<file path="src/rtl/fetch_pc_ras.sv">
// Fetch-stage program counter with conditional branches, absolute jumps and
// call/return through a circular return-address stack.
module fetch_pc_ras #(
    parameter int unsigned PC_W      = 8,
    parameter int unsigned CMP_W     = 8,
    parameter int unsigned RAS_DEPTH = 4
) (
    input  logic                             clk,
    input  logic                             reset,
    input  logic                             halt,
    input  logic                             stall,
    input  logic                             br_valid,
    input  logic [2:0]                       br_cond,
    input  logic [CMP_W-1:0]                 cmp,
    input  logic [PC_W-1:0]                  br_off,
    input  logic                             jmp_valid,
    input  logic                             call,
    input  logic                             ret,
    input  logic [PC_W-1:0]                  jmp_target,
    output logic [PC_W-1:0]                  pc,
    output logic                             redirect,
    output logic [$clog2(RAS_DEPTH+1)-1:0]   ras_count,
    output logic                             ras_ovf,
    output logic                             ras_unf
);

    localparam int unsigned CNT_W = $clog2(RAS_DEPTH + 1);
    localparam int unsigned PTR_W = (RAS_DEPTH > 1) ? $clog2(RAS_DEPTH) : 1;

    logic [PC_W-1:0]  pc_q, pc_d, pc_inc;
    logic             redirect_q, redirect_d;
    logic [CNT_W-1:0] cnt_q, cnt_d;
    logic             ovf_q, ovf_d, unf_q, unf_d;
    logic [PTR_W-1:0] wp_q, wp_d, wp_inc, wp_dec;
    logic [PC_W-1:0]  ras_mem [RAS_DEPTH];
    logic             push;
    logic             br_taken;
    logic             cmp_neg, cmp_zero;

    assign pc_inc   = pc_q + 1'b1;
    assign cmp_neg  = cmp[CMP_W-1];
    assign cmp_zero = (cmp == '0);

    // wp_q points at the next free slot; the top entry sits just below it.
    assign wp_inc = (wp_q == PTR_W'(RAS_DEPTH - 1)) ? '0 : wp_q + 1'b1;
    assign wp_dec = (wp_q == '0) ? PTR_W'(RAS_DEPTH - 1) : wp_q - 1'b1;

    always_comb begin
        case (br_cond)
            3'b000:  br_taken = cmp_neg;
            3'b001:  br_taken = !cmp_zero;
            3'b010:  br_taken = cmp_zero;
            3'b011:  br_taken = !cmp_neg;
            3'b100:  br_taken = 1'b1;
            default: br_taken = 1'b0;
        endcase
    end

    always_comb begin
        pc_d       = pc_q;
        redirect_d = 1'b0;
        cnt_d      = cnt_q;
        ovf_d      = ovf_q;
        unf_d      = unf_q;
        wp_d       = wp_q;
        push       = 1'b0;
        if (halt || stall) begin
            pc_d = pc_q;
        end else if (call) begin
            // A full stack overwrites its oldest slot, which is where wp_q points.
            push       = 1'b1;
            pc_d       = jmp_target;
            redirect_d = 1'b1;
            wp_d       = wp_inc;
            if (cnt_q == CNT_W'(RAS_DEPTH)) begin
                ovf_d = 1'b1;
            end else begin
                cnt_d = cnt_q + 1'b1;
            end
        end else if (ret) begin
            if (cnt_q != '0) begin
                pc_d       = ras_mem[wp_dec];
                redirect_d = 1'b1;
                wp_d       = wp_dec;
                cnt_d      = cnt_q - 1'b1;
            end else begin
                pc_d  = pc_inc;
                unf_d = 1'b1;
            end
        end else if (jmp_valid) begin
            pc_d       = jmp_target;
            redirect_d = 1'b1;
        end else if (br_valid && br_taken) begin
            pc_d       = pc_q + br_off;
            redirect_d = 1'b1;
        end else begin
            pc_d = pc_inc;
        end
    end

    always_ff @(posedge clk) begin
        if (reset) begin
            pc_q       <= '0;
            redirect_q <= 1'b0;
            cnt_q      <= '0;
            ovf_q      <= 1'b0;
            unf_q      <= 1'b0;
            wp_q       <= '0;
        end else begin
            pc_q       <= pc_d;
            redirect_q <= redirect_d;
            cnt_q      <= cnt_d;
            ovf_q      <= ovf_d;
            unf_q      <= unf_d;
            wp_q       <= wp_d;
        end
    end

    always_ff @(posedge clk) begin
        if (push && !reset) begin
            ras_mem[wp_q] <= pc_inc;
        end
    end

    assign pc        = pc_q;
    assign redirect  = redirect_q;
    assign ras_count = cnt_q;
    assign ras_ovf   = ovf_q;
    assign ras_unf   = unf_q;

endmodule
</file>
<file path="config.mk">
export PLATFORM = sky130hd
export DESIGN_NAME = fetch_pc_ras
export DESIGN_NICKNAME = d
export VERILOG_FILES = /design/src/rtl/fetch_pc_ras.sv
export SDC_FILE = /design/constraint.sdc
export NUM_CORES = 1
export LEC_CHECK = 0
export CORE_AREA = 10 10 81 111
export CTS_CLUSTER_DIAMETER = 40
export CTS_CLUSTER_SIZE = 16
export DETAILED_ROUTE_END_ITERATION = 10
export DIE_AREA = 0 0 91 121
export PLACE_DENSITY = 0.71
export SYNTH_ARGS = -nofsm -noshare
export SYNTH_HDL_FRONTEND = slang
export SYNTH_SLANG_ARGS = --single-unit
</file>
<file path="constraint.sdc">
create_clock -name clk -period 3.2 [get_ports clk]
set_clock_uncertainty 0.15 [all_clocks]
set_input_delay 0.64 -clock clk [delete_from_list [all_inputs] [get_ports clk]]
set_output_delay 0.64 -clock clk [all_outputs]
set_load 0.005 [all_outputs]
</file>
* Word level (Yosys, flattened, before mapping)
Memory sizes are Yosys's and may differ from the RTL's.
Cells that the tools add are included.
** Word-level totals
- Flip-flop bits (word level) :: 16
- RAM bits :: 32
- Bits of input ports :: 35
- Output and inout port bits :: 14
- Word-level logic and storage cells :: 64
- Memories kept :: 1
** Memory list
- ras_mem :: depth 4, bits a word 8, rd ports 1, clocked after Yosys merged registers in 0, wr ports 1, RTL line 35 : logic [PC_W-1:0] ras_mem [RAS_DEPTH];
** Operators by class
- Add/sub/neg operators :: 6
- Equal/unequal tests :: 7
- Muxes and demuxes :: 24
- Bitwise logic cells :: 3
- Reductions and logical operators :: 17
** Operator list (number)
- two-way mux 8 bit :: 5
- two-way mux 3 bit :: 4
- two-way mux 2 bit :: 5
- two-way mux 1 bit :: 9
- adder 8 x 1 -> 8 bit (second input constant) :: 1
- adder 8 bit :: 1
- zero test 8 bit :: 1
- AND reduction 4 bit :: 2
- == test 3 x 2 -> 1 bit (second input constant) :: 2
- == test 3 bit (second input constant) :: 2
- AND reduction 3 bit :: 2
- case mux 1 bit (5 select lines) :: 1
- nonzero test 2 bit :: 2
- adder 3 x 1 -> 3 bit (second input constant) :: 1
- == test 3 x 1 -> 1 bit (second input constant) :: 1
- zero test 1 bit :: 3
- zero test 3 bit :: 1
- inverter 1 bit :: 3
- nonzero test 3 bit :: 1
- subtractor 3 x 1 -> 3 bit (second input constant) :: 1
- adder 2 x 1 -> 2 bit (second input constant) :: 1
- == test 2 bit (second input constant) :: 1
- logical AND 1 bit :: 2
- zero test 2 bit :: 1
- 4 further kinds :: 4

* Logic depth before layout (Yosys ltp)
Gate-level depths: netlist (run 1).
- Word-level depth :: 8
- Gate-level depth with buffers :: 9
- Depth with buffers taken out :: 9

* Least setup slack after synthesis (run 1)
No wires, ideal clock.
- Path kind :: input -> register
- Start point :: in cmp[2]
- End point :: reg pc_q[0], in the netlist pc[0]
- Library setup time :: 0.133 ns
- Arrival :: 2.215 ns
- Data required time :: 2.917 ns
- Setup slack :: 0.702 ns
- Stages :: 6
- Path buffers :: 0
- Cells stage by stage :: nor4_2 > a2111oi_2 > o31ai_4 > mux2_4 > a221o_1 > nor3b_2
** On the way
- Longest elaborated chain between the ends :: 8
** RTL lines
- start, declared :: RTL line 14 : input logic [CMP_W-1:0] cmp,
- zero test 8 bit (*) :: RTL line 42 : assign cmp_zero = (cmp == '0);
- zero test 1 bit :: RTL line 51 : 3'b001: br_taken = !cmp_zero;
- case mux 1 bit (5 select lines) (*) :: RTL line 49 : case (br_cond)
- logical AND 1 bit (*) :: RTL line 93 : end else if (br_valid && br_taken) begin
- two-way mux 8 bit (*) :: RTL line 93
- two-way mux 8 bit (*) :: RTL line 90 : end else if (jmp_valid) begin
- two-way mux 8 bit (*) :: RTL line 80 : end else if (ret) begin
- two-way mux 8 bit (*) :: RTL line 69 : end else if (call) begin
- end signal, assigned :: RTL line 110 : pc_q <= pc_d;
- end, declared :: RTL line 30 : logic [PC_W-1:0] pc_q, pc_d, pc_inc;
Every way passes the cells marked *; elsewhere a longest branch is shown, timed or not.
A chain may end at the register's enable or synchronous reset.

* Final worst setup path (run 1)
- Start point :: in br_off[0]
- End point :: reg pc_q[4], in the netlist pc[4]
** On the way
- Longest elaborated chain between the ends :: 5
** RTL lines
- start, declared :: RTL line 15 : input logic [PC_W-1:0] br_off,
- adder 8 bit :: RTL line 94 : pc_d = pc_q + br_off;
- two-way mux 8 bit :: RTL line 93
- two-way mux 8 bit :: RTL line 90
- two-way mux 8 bit :: RTL line 80
- two-way mux 8 bit :: RTL line 69
No other way between the ends.

==> reports/qor.log, run 1 <==
INFO  status         run_status=finished clean
INFO  placement      placed_cells=371
INFO  grt            grt_pass1_vias=2064
INFO  logic_synthesis synth_enable_flop_cells=32
INFO  logic_synthesis yosys.cell_types.count=51
INFO  grt            grt_usage=11.5%
INFO  sta            fin_crit_sh=86.3%
INFO  logic_synthesis synth.avg_cell_area=11.9squm
INFO  run            maxCapViolCount=0
INFO  sta            grt_setup_unrepaired=no
INFO  logic_synthesis ys.warnings.count=0
INFO  floorplan      core-area=0.00694sqmm
INFO  sta            setup_tns=0ps
INFO  cells_and_area syn_to_final_growth=27.6%
INFO  power_and_ir_drop report.power.total=1.47mW
INFO  power_and_ir_drop cellPowerDensity=423mW/mm^2
INFO  grt            grt.overflow.total=0
INFO  critical_path  end_kind=flop
INFO  power_and_ir_drop combPwrFrac=17.2%
INFO  route          drc=0
INFO  cts            clkSlewWorstSetupHoldPaths=100ps
INFO  route          detail-route-antenna-nets=0
INFO  grt            antenna_found_initial=0
INFO  critical_path  cp.buffers_inverters=2
INFO  sta            timing.fmax=0.362GHz
INFO  critical_path  arrival_time_reported_for_the_critical_path_endpoint=2800ps
INFO  cells_and_area layout.nets=332
INFO  power_and_ir_drop intPower=1.12mW
INFO  critical_path  worst_ep_required_time=3240ps
INFO  hold_path      holdCritPathClass=flop to flop
INFO  cts            post_cts_resized=0
INFO  cts            clk_path_buf_depth=2
INFO  floorplan      floorplan.die.width=91um
INFO  cts            worst_skew_pair.late_latency=300ps
INFO  floorplan      initial_utilization=39.2%
INFO  floorplan      count_of_standard_cell_rows=36
INFO  critical_path  worstPathCellList=clkdlybuf4s50_1, ha_1, inv_1, fa_1, nor2b_1, o31a_1, a21oi_1, mux2_1, a221oi_1, nor4_2
INFO  sta            timing.final.crit_period=2760ps
INFO  critical_path  slowest_stage_cell_crit_path=sky130_fd_sc_hd__clkdlybuf4s50_1
INFO  sta            layout_setup_ws=438ps
INFO  sta            whs=339ps
INFO  critical_path  critical_path.max_fanout=3
INFO  sta            hold_violations=0
INFO  cells_and_area finalCoreUtilization=50.1%
INFO  cells_and_area fillCellCount=631
INFO  floorplan      die_area=0.0110sqmm
INFO  logic_synthesis synth-seq-area-share=47.1%
INFO  cells_and_area antennaDiodeCount=0
INFO  route          detail_route.wl_per_cell=17.0um
INFO  route          detail_route.iter0.violations=156
INFO  logic_synthesis synthArstFlopShare=0%
INFO  placement      dpl_worst_slack=98.3ps
INFO  power_and_ir_drop power.leakage=1.25nW
INFO  logic_synthesis synthesis.area=0.00272sqmm
INFO  power_and_ir_drop irDropWorstVdd=184uV
INFO  cells_and_area final_cell_count_no_fill=379
INFO  logic_synthesis ys_dominant_reg_cell=sky130_fd_sc_hd__edfxtp_1
INFO  floorplan      die_h=121um
INFO  route          via_per_inst=5.41
INFO  floorplan      design.portCount=49
INFO  cts            root_buffer=sky130_fd_sc_hd__clkbuf_8
INFO  cts            cts_tree=built
INFO  sta            slew_headroom=62.0%
INFO  placement      dp.final_hpwl=4970um
INFO  logic_synthesis syn_nets=278
INFO  power_and_ir_drop power.clock.fraction=35.5%
INFO  cells_and_area area.sequential=0.00128sqmm
INFO  cts            clock_tree.htree_level_count=2
INFO  cts            cts_sinks=48
INFO  route          drt_pre_antenna_iters=4
INFO  logic_synthesis yosys_register_bits=48
INFO  power_and_ir_drop netSwitchingPower=0.346mW
INFO  placement      place_congestion=0.773
INFO  critical_path  worst_path_largest_cell_delay=460ps
INFO  cts            post-cts-setup-buffer-count=0
INFO  route          route.vias.total=2052
INFO  cells_and_area postLayoutCellArea=0.00347sqmm
INFO  sta            final-max-slew-violation-count=0
INFO  critical_path  dominant_delay_contributor_by_cell_family_on_the_critical_path=adder cells
INFO  grt            pin_count_of_the_biggest_net_entering_global_routing=20
INFO  cells_and_area drive_above_1_share=13.0%
INFO  sta            tightest_slew=569ps
INFO  grt            first_pass_grt_wire_length=10200um
INFO  critical_path  worst_setup_path_start_kind=input port
INFO  critical_path  critPathKind=input port to flop
INFO  cells_and_area multi_input_comb_area=0.00136sqmm
INFO  sta            setup_viol=0
INFO  placement      postPlaceCellArea=0.00334sqmm
INFO  cts            tritoncts.num_buffers=5
INFO  cts            cts-hold-fix-buffers=0
INFO  power_and_ir_drop sw_frac_of_total=23.5%
INFO  route          wl=6430um
INFO  power_and_ir_drop p_seq_share=47.3%
INFO  logic_synthesis post_synth_inst_count=229
INFO  placement      numPortBuffers=48
-- layer usage --
layer	share of wire, %	routed length, um	vias up	GRT usage (%)
met2	52	3370	54	20.7
li1	-	-	993	-
met5	0	0	-	0
met4	1.8	117	0	4.91
met3	4.7	301	13	3.10
met1	41	2640	992	12.3
-- cell usage after synthesis, drive strengths merged (4+ instances only) --
cell | instances | area (sq um)
xnor2 | 8 | 70.1
a221o | 6 | 60.1
nor4 | 8 | 75.1
nor2b | 4 | 32.5
xor2 | 6 | 52.6
nand2b | 4 | 25.0
a21oi | 6 | 30.0
edfxtp | 32 | 961
nor2 | 18 | 67.6
inv | 10 | 37.5
dfxtp | 16 | 320
and3 | 10 | 62.6
o21ai | 9 | 48.8
ha | 12 | 150
mux2 | 4 | 48.8
o21a | 4 | 30.0
clkbuf | 6 | 22.5
nand2 | 13 | 48.8
a221oi | 6 | 52.6
mux4 | 8 | 184
-- cell families (layout without fill, tap and decap cells) --
kind of cell	Yosys count	after routing	synth area share, %
DFF	48	48	47.1
buffers and inverters	19	74	2.90
and+or+nand+nor	68	68	14.3
AOI/OAI and AO/OA	52	52	14.9
adders and majority gates	14	14	6.99
xor gates and xnor gates	14	14	4.50
muxes	14	14	9.28
-- final timing paths --
| kind | from | end | slack (ps) | depth (start not counted) |
|---|---|---|---|---|
| min | ras_unf$_SDFFE_PP0P_ | ras_unf$_SDFFE_PP0P_ | 340 | 2 |
| max | br_off[0] | pc[4]$_SDFFE_PP0N_ | 440 | 10 |
| max reg2reg | wp_q[0]$_SDFFE_PP0P_ | pc[7]$_SDFFE_PP0N_ | 510 | 8 |
| min reg2reg | ras_unf$_SDFFE_PP0P_ | ras_unf$_SDFFE_PP0P_ | 340 | 2 |
-- power by group through the flow --
stage	clock [mW]	combinational, mW	sequential (mW)
after detailed placement	0	0.252	0.709
after CTS	0.530	0.255	0.695
after global routing	0.559	0.276	0.698
after global placement	0	0.249	0.708
final	0.521	0.253	0.695
after floorplan	0	0.140	0.705
-- cell type report --
cell class | count | area share (%)
well taps | 95 | 3.42
repair buffers | 55 | 15.3
flip-flops and latches | 48 | 36.9
clock inverters | 3 | 1.98
clock buffers | 5 | 1.98
multi-input cells | 162 | 39.2
inverters | 11 | 1.19
-- worst min-delay path: stages, from the launching register on --
cell and delay, ps:
sky130_fd_sc_hd__dfxtp_1 340, sky130_fd_sc_hd__a31oi_1 40, sky130_fd_sc_hd__nor2_1 70
-- sequential cells by signal, indices dropped and copies added, names as in the netlist --
| register | flops |
|---|---|
| wp_q | 2 |
| ras_count | 3 |
| redirect | 1 |
| ras_unf | 1 |
| ras_ovf | 1 |
| pc | 8 |
| ras_mem | 32 |
-- cell usage in the layout, fill, tap and decap left out, types with 3 or more instances in the layout --
| cell | Yosys | final |
|---|---|---|
| sky130_fd_sc_hd__a211oi_1 | 3 | 3 |
| sky130_fd_sc_hd__a21oi_1 | 6 | 6 |
| sky130_fd_sc_hd__a221o_1 | 6 | 6 |
| sky130_fd_sc_hd__a221oi_1 | 6 | 6 |
| sky130_fd_sc_hd__a31oi_1 | 3 | 3 |
| sky130_fd_sc_hd__and3_1 | 10 | 10 |
| sky130_fd_sc_hd__buf_4 | 0 | 7 |
| sky130_fd_sc_hd__clkbuf_8 | 0 | 5 |
| sky130_fd_sc_hd__clkdlybuf4s50_1 | 0 | 48 |
| sky130_fd_sc_hd__dfxtp_1 | 16 | 16 |
| sky130_fd_sc_hd__edfxtp_1 | 32 | 32 |
| sky130_fd_sc_hd__ha_1 | 12 | 12 |
| sky130_fd_sc_hd__inv_1 | 10 | 10 |
| sky130_fd_sc_hd__mux4_2 | 7 | 7 |
| sky130_fd_sc_hd__nand2_1 | 13 | 13 |
| sky130_fd_sc_hd__nand2b_1 | 4 | 4 |
| sky130_fd_sc_hd__nand3_1 | 3 | 3 |
| sky130_fd_sc_hd__nor2_1 | 18 | 18 |
| sky130_fd_sc_hd__nor2b_1 | 3 | 3 |
| sky130_fd_sc_hd__nor4_1 | 4 | 4 |
| sky130_fd_sc_hd__nor4_2 | 4 | 4 |
| sky130_fd_sc_hd__o21a_1 | 4 | 4 |
| sky130_fd_sc_hd__o21ai_0 | 7 | 7 |
| sky130_fd_sc_hd__or2_2 | 3 | 3 |
| sky130_fd_sc_hd__xnor2_1 | 8 | 8 |
| sky130_fd_sc_hd__xor2_1 | 6 | 6 |
No activity file was read; power rests on OpenSTA's default activity.
==> run 2, diff against run 1 <==
--- a/config.mk
+++ b/config.mk
@@ -10,7 +10,9 @@
 export CTS_CLUSTER_SIZE = 16
 export DETAILED_ROUTE_END_ITERATION = 10
 export DIE_AREA = 0 0 91 121
+export HOLD_SLACK_MARGIN = 0.08
 export PLACE_DENSITY = 0.71
+export SKIP_LAST_GASP = 1
 export SYNTH_ARGS = -nofsm -noshare
 export SYNTH_HDL_FRONTEND = slang
 export SYNTH_SLANG_ARGS = --single-unit
==> results of run 2 <==
Final layout, timing and power as in run 1 (identical DEF).
==> run 3, diff against run 2 <==
--- a/config.mk
+++ b/config.mk
@@ -10,9 +10,9 @@
 export CTS_CLUSTER_SIZE = 16
 export DETAILED_ROUTE_END_ITERATION = 10
 export DIE_AREA = 0 0 91 121
+export GPL_ROUTABILITY_DRIVEN = 0
 export HOLD_SLACK_MARGIN = 0.08
 export PLACE_DENSITY = 0.71
-export SKIP_LAST_GASP = 1
 export SYNTH_ARGS = -nofsm -noshare
 export SYNTH_HDL_FRONTEND = slang
 export SYNTH_SLANG_ARGS = --single-unit
==> results of run 3 <==
Final layout, timing and power as in run 1 (identical DEF).
